**src/rtl/vga_reg_ctrl.sv**
```systemverilog
// vga_reg_ctrl: dual-master (CPU / SPU) write port onto three display
// registers. Writes land in shadow registers; vga_data_1..3 either follow the
// shadows at once (commit_mode=0) or are copied from them on the next vertical
// sync rising edge (commit_mode=1).
//
// Ports:
//   clk, rst             clock, asynchronous active-high reset
//   cpu_req/addr/wdata   CPU write request (held until cpu_ack)
//   cpu_ack              one-cycle CPU acknowledge
//   spu_req/addr/wdata   SPU write request (held until spu_ack)
//   spu_ack              one-cycle SPU acknowledge
//   frame_sync           vertical-sync level, synchronous to clk
//   commit_mode          0 = immediate, 1 = frame-synchronous update
//   vga_data_1..3        committed display words
//   pending              shadows hold uncommitted data
//   err_addr             pulse with an ack whose address matched no register
//   commit_cnt           number of frame commits performed (wraps)
module vga_reg_ctrl #(
    parameter logic [31:0] VGA_BASE = 32'h0000_FF00
) (
    input  logic        clk,
    input  logic        rst,
    input  logic        cpu_req,
    input  logic [31:0] cpu_addr,
    input  logic [31:0] cpu_wdata,
    output logic        cpu_ack,
    input  logic        spu_req,
    input  logic [31:0] spu_addr,
    input  logic [31:0] spu_wdata,
    output logic        spu_ack,
    input  logic        frame_sync,
    input  logic        commit_mode,
    output logic [31:0] vga_data_1,
    output logic [31:0] vga_data_2,
    output logic [31:0] vga_data_3,
    output logic        pending,
    output logic        err_addr,
    output logic [15:0] commit_cnt
);

    typedef enum logic [1:0] {CLEAN, DIRTY, COMMIT} state_t;

    state_t      state, state_nxt;
    logic        last_spu;      // 1 when the SPU won the most recent grant
    logic        fs_prev;
    logic [31:0] shadow [3];
    logic [31:0] vga_q  [3];

    logic        cpu_elig, spu_elig, grant_cpu, grant_spu, granted;
    logic [31:0] wr_addr, wr_data, wr_off;
    logic [2:0]  wr_sel;
    logic        wr_hit, fs_rise, commit_copy;

    // An acked requester is still holding req during its ack cycle; masking
    // it here keeps the same request from being granted twice.
    always_comb begin
        cpu_elig  = cpu_req & ~cpu_ack;
        spu_elig  = spu_req & ~spu_ack;
        grant_cpu = cpu_elig & (~spu_elig | last_spu);
        grant_spu = spu_elig & ~grant_cpu;
        granted   = grant_cpu | grant_spu;
        wr_addr   = grant_cpu ? cpu_addr  : spu_addr;
        wr_data   = grant_cpu ? cpu_wdata : spu_wdata;
        wr_off    = wr_addr - VGA_BASE;
        wr_sel[0] = granted & (wr_off == 32'd0);
        wr_sel[1] = granted & (wr_off == 32'd4);
        wr_sel[2] = granted & (wr_off == 32'd8);
        wr_hit    = |wr_sel;
        fs_rise   = frame_sync & ~fs_prev;
    end

    always_comb begin
        state_nxt   = state;
        commit_copy = 1'b0;
        case (state)
            CLEAN: begin
                if (wr_hit && commit_mode)
                    state_nxt = DIRTY;
            end
            DIRTY: begin
                // Leaving frame-synchronous mode flushes without waiting for sync.
                if (fs_rise || !commit_mode)
                    state_nxt = COMMIT;
            end
            COMMIT: begin
                commit_copy = 1'b1;
                // A write landing on the copy edge is not in the copied values,
                // so it leaves fresh uncommitted data behind.
                state_nxt   = (wr_hit && commit_mode) ? DIRTY : CLEAN;
            end
            default: state_nxt = CLEAN;
        endcase
    end

    always_ff @(posedge clk or posedge rst) begin
        if (rst) begin
            state      <= CLEAN;
            last_spu   <= 1'b1;
            fs_prev    <= 1'b0;
            cpu_ack    <= 1'b0;
            spu_ack    <= 1'b0;
            err_addr   <= 1'b0;
            commit_cnt <= 16'h0000;
            for (int k = 0; k < 3; k++) begin
                shadow[k] <= 32'h0;
                vga_q[k]  <= 32'h0;
            end
        end else begin
            state    <= state_nxt;
            fs_prev  <= frame_sync;
            cpu_ack  <= grant_cpu;
            spu_ack  <= grant_spu;
            err_addr <= granted & ~wr_hit;
            if (granted)
                last_spu <= grant_spu;
            if (commit_copy)
                commit_cnt <= commit_cnt + 16'd1;
            for (int k = 0; k < 3; k++) begin
                // Copy first; an immediate-mode write to the same word wins.
                if (commit_copy)
                    vga_q[k] <= shadow[k];
                if (wr_sel[k]) begin
                    shadow[k] <= wr_data;
                    if (!commit_mode)
                        vga_q[k] <= wr_data;
                end
            end
        end
    end

    assign pending    = (state != CLEAN);
    assign vga_data_1 = vga_q[0];
    assign vga_data_2 = vga_q[1];
    assign vga_data_3 = vga_q[2];

endmodule

```
**config.mk**
```make
export PLATFORM = sky130hd
export DESIGN_NAME = vga_reg_ctrl
export DESIGN_NICKNAME = d
export VERILOG_FILES = /design/src/rtl/vga_reg_ctrl.sv
export SDC_FILE = /design/constraint.sdc
export NUM_CORES = 1
export LEC_CHECK = 0
export BUFFER_PORTS_ARGS = -buffer_cell sky130_fd_sc_hd__buf_2
export CAP_MARGIN = 10
export CORE_AREA = 2 2 188 190
export DETAILED_ROUTE_END_ITERATION = 16
export DIE_AREA = 0 0 190 192
export GPL_ROUTABILITY_DRIVEN = 0
export GPL_TIMING_DRIVEN = 0
export HOLD_SLACK_MARGIN = 0.05
export MAX_ROUTING_LAYER = met4
export PLACE_DENSITY = 0.52
export SLEW_MARGIN = 20
export SYNTH_ARGS = -nofsm -noshare
export SYNTH_HDL_FRONTEND = slang
export SYNTH_SLANG_ARGS = --single-unit
```
**constraint.sdc**
```tcl
create_clock -name clk -period 17.75 [get_ports clk]
set_input_delay 3.55 -clock clk [delete_from_list [all_inputs] [get_ports clk]]
set_output_delay 3.55 -clock clk [all_outputs]
set_load 0.01 [all_outputs]
```
==> flow_metrics.env, run 1 <==
export IMPL_cts_buffer_depth=3
export IMPL_min_delay_start="commit_cnt[15]$_DFFE_PP0P_"
export IMPL_core_region_area_um2=34300
export IMPL_path_clk_slew_ns=0.06
export IMPL_syn_area_per_cell_um2=12.4
export IMPL_min_to="commit_cnt[15]$_DFFE_PP0P_"
export IMPL_wl_per_cell_um=20.1
export IMPL_hold_class="flop to flop"
export IMPL_cts_sinks=215
export IMPL_layout_drive_gt1_share_pct=33.8
export IMPL_syn_area_um2=10200
export IMPL_dieArea_um2=36500
export IMPL_yosysSeqAreaShare_pct=52.6
export IMPL_numCtsBuffers=26
export IMPL_cp_required_ns=18.15
export IMPL_layout_common_cells="269 x buf_2, 226 x mux2i_1, 214 x dfrtp_1"
export IMPL_cp_data_arrival_time_ns=6.96
export IMPL_syn_inst=827
export IMPL_syn_num_nets=962
export IMPL_ys_flop_type="dfrtp_1"
export IMPL_finalMaxSlewViolations=0
export IMPL_worstSetupPathType="input pin to flop"
export IMPL_fin_setup_tns_ns=0
export IMPL_port_buffers=249
export IMPL_irDropWorstVdd_v=0.0000543
export IMPL_die_h_um=192
export IMPL_finalHoldViolCount=0
export IMPL_vias=7491
export IMPL_slew_headroom_pct=25.8
export IMPL_synth_mux_area_share_pct=32.9
export IMPL_wl_um=31800
export IMPL_setup_viol=0
export IMPL_synth_simple_area_share_pct=8.66
export IMPL_min_period_ns=6.57
export IMPL_startpoint_type="input pin"
export IMPL_grt_met3_usage_pct=3.49
export IMPL_grt_remaining_overflow=0
export IMPL_cap_viol_max_count=0
export IMPL_fin_worst_skew_ns=0.00620
export IMPL_ys_seq_elements=215
export IMPL_final_core_util_pct=38.0
export IMPL_rsz0062_at_grt="false"
export IMPL_fmax_mhz=152
export IMPL_endpoint_kind="flop"
export IMPL_row_count=68
export IMPL_synth_edf_count=0
export IMPL_synthXorXnorAreaFrac_pct=1.46
export IMPL_initial_core_util_pct=29.8
export IMPL_ctsHoldBuffers=0
export IMPL_grt_pass1_vias=7750
export IMPL_period_share_pct=37.0
export IMPL_power_density_nw_per_um2=94.6
export IMPL_crit_fanout=10
export IMPL_dr_first_iter_drc_count=335
export IMPL_grt_busiest_layer="met2"
export IMPL_die_width_um=190
export IMPL_ios=250
export IMPL_post_cts_buffers=0
export IMPL_clk_latency_ns=0.52
export IMPL_worst_pin_slew_ns=1.11
export IMPL_grt_start_max_net_pins=97
export IMPL_final_common_cell="buf_2"
export IMPL_dp_hpwl_um=22700
export IMPL_track_usage_pct=17.8
export IMPL_synth_compound_area_share_pct=2.15
export IMPL_antenna_found_initial=1
export IMPL_synth_area_leader_cell="dfrtp_1"
export IMPL_worstReg2RegEnd="shadow[79]$_DFFE_PP0N_"
export IMPL_viasPerCell=4.74
export IMPL_route_detailed_drc=0
export IMPL_use_met1_pct=22.4
export IMPL_gr_usage_met2_pct=30.1
export IMPL_nets=1241
export IMPL_grt_pass1_wl_um=47600
export IMPL_rrSetupSlack_ns=13.84
export IMPL_yosysTopAreaCellShare_pct=52.3
export IMPL_yosysWarnings=0
export IMPL_yosys_cell_types_count=51
export IMPL_power_leakage_nw=6.96
export IMPL_syn2layout_area_growth_pct=27.2
export IMPL_synthTopCellsByArea="dfrtp_1 52%, mux2i_1 22%, mux2_2 5.7%"
export IMPL_status="finished clean"
export IMPL_synth_adder_area_share_pct=0.122
export IMPL_synth_top_family_by_area="multiplexers"
export IMPL_reg2reg_depth=11
export IMPL_root_buffer="clkbuf_16"
export IMPL_drt_first_pass_iters=4
export IMPL_async_flop_share_pct=100
export IMPL_cts_tree="built"
export IMPL_cts_max_level=1
export IMPL_ctsResizeCount=0
export IMPL_postRouteAntennaNets=0
export IMPL_r2r_start="last_spu$_DFFE_PP1P_"
export IMPL_holdPathStages=1
## per-layer routing
layer | vias up | share of wire [%]
met4 | 0 | 1.0
li1 | 3526 | -
met1 | 3720 | 44
met5 | - | 0
met3 | 28 | 6.2
met2 | 217 | 49
## cell families (layout without fill, tap and decap cells)
logic type,Yosys count,count (layout)
multiplexers,324,324
flip-flops,215,215
AND/OR/NAND/NOR,192,192
buffers and inverters,51,350
AO/OA/AOI/OAI,27,27
XOR/XNOR,17,17
adder cells (fa/ha/maj),1,1
other,0,1
## critical path, stage by stage
cell      delay, ns
buf_2          0.11
or3b_1         0.15
clkbuf_1       0.25
nand2_2        0.18
inv_2          0.13
clkbuf_1       0.53
nand2_1        0.14
o2111a_1       0.19
a221oi_2       0.39
nand4_1        0.54
buf_2          0.43
mux2_1         0.36
## state kept, by name, indices dropped and copies added, names as in the netlist
| signal | count |
|---|---|
| shadow | 96 |
| state | 2 |
| spu_ack | 1 |
| vga_data_3 | 32 |
| err_addr | 1 |
| vga_data_2 | 32 |
| cpu_ack | 1 |
| fs_prev | 1 |
| last_spu | 1 |
| commit_cnt | 16 |
| vga_data_1 | 32 |
## synthesized netlist by cell type, drive strengths merged (2+ instances only)
library cell	number
or3	2
xor2	5
nor2b	2
o22ai	2
nor4b	2
or2	2
nand3	7
nor2	14
clkbuf	20
nor4	8
a2111oi	3
o41ai	4
xnor2	12
a221oi	2
mux2	98
nand4	12
nand2b	5
inv	7
a31oi	3
buf	24
nand2	117
or4	3
or3b	2
nor3	10
nor3b	3
a21oi	4
dfrtp	214
mux2i	226
## through the flow
stage / hold slack, ns / cell area (um2) / total power [W] / instances / setup slack [ns]
CTS: 0.464 / 13000 / 0.00125 / 1581 / 11.12
floorplan: 0.445 / 10200 / 0.000618 / 827 / 8.32
global route: 0.491 / 13000 / 0.00129 / 1582 / 10.92
finish: 0.462 / 13000 / 0.00123 / 1582 / 11.18
global placement: 0.454 / 12000 / 0.000696 / 1531 / 5.42
detailed placement: 0.457 / 12100 / 0.000699 / 1533 / 10.57
## power breakdown
part	switching, W	internal (W)	leakage [nW]	total (W)
clock network	0.000212	0.000332	0.451	0.000545
logic	0.000100	0.0000601	3.70	0.000160
registers	0.0000137	0.000512	2.81	0.000526
total	0.000326	0.000904	6.96	0.00123
## area by class of cell
type / instances / area, um2
fillers: 3415 / 21300
flip-flops and latches: 215 / 5380
multi-input cells: 561 / 4630
repair buffers: 251 / 1300
clock buffers: 37 / 813
well taps: 455 / 569
plain buffers: 44 / 190
clock inverters: 11 / 88.8
inverters: 7 / 33.8
diodes: 1 / 2.50
## how the worst max path moves through the flow
stage | from | end | slack (ns)
final | spu_req | shadow[79]$_DFFE_PP0N_ | 11.18
after global routing | spu_req | shadow[79]$_DFFE_PP0N_ | 10.92
after CTS | spu_req | shadow[68]$_DFFE_PP0N_ | 11.12
after floorplan | rst | commit_cnt[0]$_DFFE_PP0P_ | 8.32
after global placement | rst | shadow[76]$_DFFE_PP0N_ | 5.42
after detailed placement | spu_req | shadow[68]$_DFFE_PP0N_ | 10.57
Note: power is estimated with default switching activity, not from simulation.
==> run 2, diff against run 1 <==
--- a/config.mk
+++ b/config.mk
@@ -14,7 +14,7 @@
 export GPL_TIMING_DRIVEN = 0
 export HOLD_SLACK_MARGIN = 0.05
 export MAX_ROUTING_LAYER = met4
-export PLACE_DENSITY = 0.52
+export PLACE_DENSITY = 0.53
 export SLEW_MARGIN = 20
 export SYNTH_ARGS = -nofsm -noshare
 export SYNTH_HDL_FRONTEND = slang
==> constraint.sdc (replaced) <==
create_clock -name clk -period 5.79 [get_ports clk]
set_input_delay 1.158 -clock clk [delete_from_list [all_inputs] [get_ports clk]]
set_output_delay 1.158 -clock clk [all_outputs]
set_load 0.01 [all_outputs]
==> run 2 against run 1 <==
Utilization rose by 0.13 points. Setup slack lost 9.6 ns. Total power increased to 3.0 times the previous value. Clock power increased to 3.0 times the previous value. First-iteration DRC count fell by 26%. Combinational power grew to 3.1 times the previous value. Register-to-register slack lost 12 ns. Sequential power rose to 3.1 times the previous value. Routed wire length up 0.17%. Via count increased by 1.4%. Worst hold slack gained 0.0030 ns. Highest routed layer unchanged.
==> flow_metrics.env, run 2 (synthesized netlist as in run 1, its figures left out) <==
export IMPL_endpoint_kind="flop"
export IMPL_gr_usage_met2_pct=30.2
export IMPL_n_fill_cell=3429
export IMPL_top_register="shadow"
export IMPL_wl_um=31900
export IMPL_power_density_nw_per_um2=285
export IMPL_post_cts_buffers=0
export IMPL_path_clk_slew_ns=0.06
export IMPL_drt_first_pass_iters=4
export IMPL_grt_busiest_layer="met2"
export IMPL_port_buffers=249
export IMPL_fin_area_um2=13100
export IMPL_ctsResizeCount=0
export IMPL_largest_reg_flops=96
export IMPL_finalHoldViolCount=0
export IMPL_grt_remaining_overflow=0
export IMPL_fin_setup_tns_ns=0
export IMPL_track_usage_pct=17.9
export IMPL_cts_sinks=215
export IMPL_root_buffer="clkbuf_16"
export IMPL_ctsHoldBuffers=0
export IMPL_power_total_w=0.00372
export IMPL_status="finished clean"
export IMPL_grt_start_max_net_pins=34
export IMPL_worstSetupPathType="input pin to flop"
export IMPL_cp_required_ns=6.18
export IMPL_fmax_mhz=237
export IMPL_final_core_util_pct=38.1
export IMPL_route_detailed_drc=0
export IMPL_numCtsBuffers=25
export IMPL_dr_first_iter_drc_count=248
export IMPL_worst_pin_slew_ns=1.05
export IMPL_place_area_um2=12200
export IMPL_final_common_cell="buf_2"
export IMPL_grt_pass1_vias=7902
export IMPL_ios=250
export IMPL_grt_pass1_wl_um=48200
export IMPL_postRouteAntennaNets=0
export IMPL_rsz0062_at_grt="false"
export IMPL_clk_latency_ns=0.53
export IMPL_fin_worst_skew_ns=0.0149
export IMPL_viasPerCell=4.79
export IMPL_cp_data_arrival_time_ns=4.61
export IMPL_vias=7593
export IMPL_min_period_ns=4.23
export IMPL_nets=1246
export IMPL_initial_core_util_pct=29.8
export IMPL_dieArea_um2=36500
export IMPL_slew_headroom_pct=30.2
export IMPL_die_width_um=190
export IMPL_seq_area_um2=5380
export IMPL_power_leakage_nw=6.97
export IMPL_cts_max_level=1
export IMPL_wl_per_cell_um=20.1
export IMPL_layout_common_cells="269 x buf_2, 226 x mux2i_1, 214 x dfrtp_1"
export IMPL_irDropWorstVdd_v=0.000167
export IMPL_die_h_um=192
export IMPL_dp_hpwl_um=23100
export IMPL_period_share_pct=73.0
export IMPL_antenna_found_initial=2
export IMPL_row_count=68
export IMPL_use_met1_pct=22.9
export IMPL_layout_drive_gt1_share_pct=33.5
export IMPL_crit_fanout=10
export IMPL_syn2layout_area_growth_pct=27.7
export IMPL_cts_buffer_depth=3
export IMPL_rrSetupSlack_ns=1.84
export IMPL_startpoint_type="input pin"
export IMPL_setup_viol=0
export IMPL_finalMaxSlewViolations=0
export IMPL_hold_class="flop to flop"
export IMPL_multi_input_area_um2=4630
export IMPL_core_region_area_um2=34300
export IMPL_cts_tree="built"
export IMPL_grt_met3_usage_pct=2.89
export IMPL_cap_viol_max_count=0
==> run 2: worst max-delay path, cell delays in order <==
cell and delay [ns]:
buf_2 0.11, or3b_1 0.15, clkbuf_1 0.25, nand2_2 0.18, inv_2 0.13, clkbuf_1 0.63
nand2_1 0.11, o2111a_1 0.19, a221oi_2 0.39, nand4_1 0.64, buf_2 0.50, mux2i_1 0.18
==> run 2: final timing paths <==
check / start / end / depth (start not counted)
worst min-delay path: last_spu$_DFFE_PP1P_ / last_spu$_DFFE_PP1P_ / 2
worst max register to register: last_spu$_DFFE_PP1P_ / vga_data_1[23]$_DFF_PP0_ / 11
worst max-delay path: spu_req / vga_data_1[23]$_DFF_PP0_ / 12
max in group asynchronous: rst / shadow[48]$_DFFE_PP0N_ / 6
min in group asynchronous: rst / shadow[33]$_DFFE_PP0N_ / 2
worst min register to register: last_spu$_DFFE_PP1P_ / last_spu$_DFFE_PP1P_ / 2
==> run 2: final cells by class <==
class	instances	area share [%]
inverter	7	0.230
clock inverter	5	0.632
antenna	2	0.0383
buffer	44	1.46
sequential	215	41.2
timing repair buffer	257	10.8
multi-input combinational	561	35.5
clock buffer	38	5.78
tap	455	4.36
==> run 2: stage by stage <==
step	cells	worst slack (ns)	hold slack [ns]
2_1_floorplan	827	1.83	0.445
3_3_place_gp	1531	0.325	0.455
3_5_place_dp	1539	1.02	0.460
4_1_cts	1582	1.56	0.470
5_1_grt	1584	1.27	0.481
6_report	1584	1.56	0.465
==> run 2: report_power, final <==
part           leakage (nW)  internal [W]  switching [W]
sequential             2.81       0.00157      0.0000433
combinational          3.74      0.000192       0.000309
clock                 0.413      0.000982       0.000624
==> run 2: routing by layer <==
layer | wire [um] | share of wire (%)
met1 | 14300 | 45
met2 | 15400 | 48
met3 | 1780 | 5.6
met4 | 447 | 1.4
met5 | 0 | 0
==> run 3, diff against run 2 <==
--- a/config.mk
+++ b/config.mk
@@ -5,16 +5,17 @@
 export SDC_FILE = /design/constraint.sdc
 export NUM_CORES = 1
 export LEC_CHECK = 0
+export ABC_AREA = 1
 export BUFFER_PORTS_ARGS = -buffer_cell sky130_fd_sc_hd__buf_2
 export CAP_MARGIN = 10
-export CORE_AREA = 2 2 188 190
+export CORE_AREA = 2 2 210 212
 export DETAILED_ROUTE_END_ITERATION = 16
-export DIE_AREA = 0 0 190 192
+export DIE_AREA = 0 0 212 214
 export GPL_ROUTABILITY_DRIVEN = 0
 export GPL_TIMING_DRIVEN = 0
 export HOLD_SLACK_MARGIN = 0.05
 export MAX_ROUTING_LAYER = met4
-export PLACE_DENSITY = 0.53
+export PLACE_DENSITY = 0.5
 export SLEW_MARGIN = 20
 export SYNTH_ARGS = -nofsm -noshare
 export SYNTH_HDL_FRONTEND = slang
==> constraint.sdc (replaced) <==
create_clock -name clk -period 4 [get_ports clk]
set_input_delay 0.8 -clock clk [delete_from_list [all_inputs] [get_ports clk]]
set_output_delay 0.8 -clock clk [all_outputs]
set_load 0.01 [all_outputs]
==> run 3 against run 2 <==
Critical path depth grew 1. Clock-buffer cell count up 5. Routed wire length is 60% higher. Non-clock buffer count increased by 78. Register-to-register slack lost 1.5 ns. Final cell count rose by 75%. Sequential power grew 36%. Synthesized cell count grew 130%. Combinational power is 76% higher. First-iteration DRC count grew to 4.1 times the previous value. Utilization shrank 1.1 points. Global-route usage up 5.4 points. Critical endpoint is now vga_data_3[19]$_DFF_PP0_.
==> flow_metrics.env, run 3 <==
export IMPL_synth_compound_area_share_pct=1.58
export IMPL_irDropWorstVdd_v=0.000282
export IMPL_fmax_mhz=275
export IMPL_power_total_w=0.00562
export IMPL_multi_input_area_um2=6340
export IMPL_top_register="shadow"
export IMPL_syn2layout_area_growth_pct=23.9
export IMPL_reg2reg_depth=13
export IMPL_row_count=76
export IMPL_post_cts_buffers=0
export IMPL_port_buffers=248
export IMPL_die_width_um=212
export IMPL_fin_setup_tns_ns=0
export IMPL_finalHoldViolCount=0
export IMPL_syn_area_um2=12800
export IMPL_layout_drive_gt1_share_pct=19.3
export IMPL_root_buffer="clkbuf_16"
export IMPL_yosys_top_cells_count="989 x nand2_1, 214 x dfrtp_1, 198 x nand4_1"
export IMPL_dp_hpwl_um=38300
export IMPL_path_delay_family="simple AND/OR/NAND/NOR gates"
export IMPL_synth_most_common_cell="nand2_1"
export IMPL_nets=2304
export IMPL_seq_area_um2=5380
export IMPL_grt_pass1_wl_um=78900
export IMPL_ctsResizeCount=0
export IMPL_dieArea_um2=45400
export IMPL_endpoint_kind="flop"
export IMPL_route_detailed_drc=0
export IMPL_largest_reg_flops=96
export IMPL_dr_first_iter_drc_count=1005
export IMPL_cts_max_level=1
export IMPL_synthTopCellsByArea="dfrtp_1 42%, nand2_1 29%, nand4_1 9.7%"
export IMPL_p_int_w=0.00397
export IMPL_cp_data_arrival_time_ns=4.08
export IMPL_switching_share_pct=29.4
export IMPL_hold_class="input pin to async pin"
export IMPL_seqPwrFrac_pct=39.0
export IMPL_yosysWarnings=0
export IMPL_startpoint_type="flop"
export IMPL_synth_adder_area_share_pct=0.0978
export IMPL_final_core_util_pct=36.9
export IMPL_power_frac_clock_pct=45.3
export IMPL_syn_inst=1884
export IMPL_r2r_start="last_spu$_DFFE_PP1P_"
export IMPL_syn_area_per_cell_um2=6.79
export IMPL_postRouteAntennaNets=0
export IMPL_yosysTopAreaCellShare_pct=41.9
export IMPL_yosysSeqAreaShare_pct=42.1
export IMPL_n_fill_cell=4735
export IMPL_track_usage_pct=23.3
export IMPL_grt_pass1_vias=13600
export IMPL_power_leakage_nw=9.27
export IMPL_viasPerCell=4.87
export IMPL_vias=13500
export IMPL_worstReg2RegEnd="vga_data_3[19]$_DFF_PP0_"
export IMPL_finalMaxSlewViolations=0
export IMPL_period_share_pct=91.1
export IMPL_status="finished clean"
export IMPL_synth_edf_count=0
export IMPL_worstSetupPathType="flop to flop"
export IMPL_wl_per_cell_um=18.3
export IMPL_numCtsBuffers=28
export IMPL_min_period_ns=3.64
export IMPL_setup_viol=0
export IMPL_ys_seq_elements=215
export IMPL_cp_depth=13
export IMPL_ctsHoldBuffers=0
export IMPL_p_comb_share_pct=15.7
export IMPL_crit_fanout=10
export IMPL_power_density_nw_per_um2=355
export IMPL_final_common_cell="nand2_1"
export IMPL_drt_first_pass_iters=5
export IMPL_cts_sinks=215
export IMPL_async_flop_share_pct=100
export IMPL_clk_latency_ns=0.56
export IMPL_holdWs_ns=0.253
export IMPL_syn_num_nets=2019
export IMPL_cts_buffer_depth=3
export IMPL_fin_worst_skew_ns=0.0129
export IMPL_rsz0062_at_grt="false"
export IMPL_initial_core_util_pct=29.8
export IMPL_synthXorXnorAreaFrac_pct=0.959
export IMPL_yosys_cell_types_count=38
export IMPL_antenna_found_initial=4
export IMPL_core_region_area_um2=42900
export IMPL_crit_buf_inv=5
export IMPL_cp_required_ns=4.44
export IMPL_ys_flop_type="dfrtp_1"
export IMPL_rrSetupSlack_ns=0.36
export IMPL_ios=250
export IMPL_wl_um=50900
export IMPL_p_sw_w=0.00165
export IMPL_synth_simple_area_share_pct=46.9
export IMPL_cts_tree="built"
export IMPL_grt_start_max_net_pins=33
export IMPL_crit_top_cell="nand2_1"
export IMPL_slowest_stage="nor3_2"
export IMPL_layout_common_cells="989 x nand2_1, 279 x buf_2, 214 x dfrtp_1"
export IMPL_die_h_um=214
export IMPL_fin_area_um2=15800
export IMPL_place_area_um2=14900
export IMPL_synth_top_family_by_area="simple AND/OR/NAND/NOR gates"
export IMPL_cap_viol_max_count=0
export IMPL_slew_headroom_pct=25.6
export IMPL_cp_cell_sequence="inv_1, nand3_2, nand2_2, buf_6, buf_6, buf_2, o31ai_2, nand2_1, nor3_2, nand3_2, buf_2, nand2_1, nand2_1"
export IMPL_synth_mux_area_share_pct=0.0783
export IMPL_critPathMaxStageDelay_ns=0.68
export IMPL_synth_area_leader_cell="dfrtp_1"
export IMPL_worst_pin_slew_ns=1.11
export IMPL_grt_remaining_overflow=0
export IMPL_path_clk_slew_ns=0.06
==> run 3: changes by cell type in the layout (fill, tap and decap cells not counted), moves of 47 or more <==
cell      change
mux2_2       -52
nand2_1     +873
nand4_1     +186
clkbuf_1     +47
mux2i_1     -225
inv_1        +96
nor2_1       +55
==> run 3: cell families (layout without fill, tap and decap cells) <==
| family | after synthesis | in the layout |
|---|---|---|
| XOR/XNOR | 14 | 14 |
| flip-flops | 215 | 215 |
| AO/OA/AOI/OAI | 39 | 39 |
| buffers and inverters | 236 | 542 |
| adder cells (fa/ha/maj) | 1 | 1 |
| AND/OR/NAND/NOR | 1378 | 1378 |
| other | 0 | 1 |
| multiplexers | 1 | 1 |
==> run 3: area by class of cell <==
cell class                      instances  share of cell area (%)
Multi-Input combinational cell       1433                    40.0
Sequential cell                       215                    34.0
Timing Repair Buffer                  255                    8.72
Clock buffer                           43                    5.48
Tap cell                              585                    4.62
Buffer                                124                    4.08
Inverter                              112                    2.68
Clock inverter                          8                   0.411
Antenna cell                            1                  0.0158
==> run 3: worst max path at each step <==
stage / endpoint / slack [ns] / start
floorplan: commit_cnt[0]$_DFFE_PP0P_ / 0.40 / rst
global placement: vga_data_3[7]$_DFF_PP0_ / -1.30 / rst
detailed placement: vga_data_1[6]$_DFF_PP0_ / -0.004 / cpu_req
CTS: vga_data_3[6]$_DFF_PP0_ / 0.38 / last_spu$_DFFE_PP1P_
global route: vga_data_2[12]$_DFF_PP0_ / 0.13 / spu_ack$_DFF_PP0_
finish: vga_data_3[19]$_DFF_PP0_ / 0.36 / last_spu$_DFFE_PP1P_
==> run 3: power groups by stage <==
stage	clock network (W)	registers [W]	logic, W
finish	0.00254	0.00219	0.000882
global route	0.00268	0.00219	0.000984
CTS	0.00259	0.00219	0.000883
detailed placement	0	0.00223	0.000880
global placement	0	0.00223	0.000861
floorplan	0	0.00223	0.000524
==> run 3: per-layer routing <==
metal | wire, um | GRT usage, % | vias up
met2 | 23100 | 37.0 | 463
met3 | 3480 | 4.02 | 97
met4 | 1720 | 7.79 | 0
met5 | 0 | - | -
li1 | - | - | 6593
met1 | 22600 | 30.0 | 6374
==> run 3: stage by stage <==
step                std cells  setup slack, ns
CTS                      2775            0.381
detailed placement       2724         -0.00396
floorplan                1884            0.403
finish                   2776            0.358
global route             2776            0.135
global placement         2717            -1.30
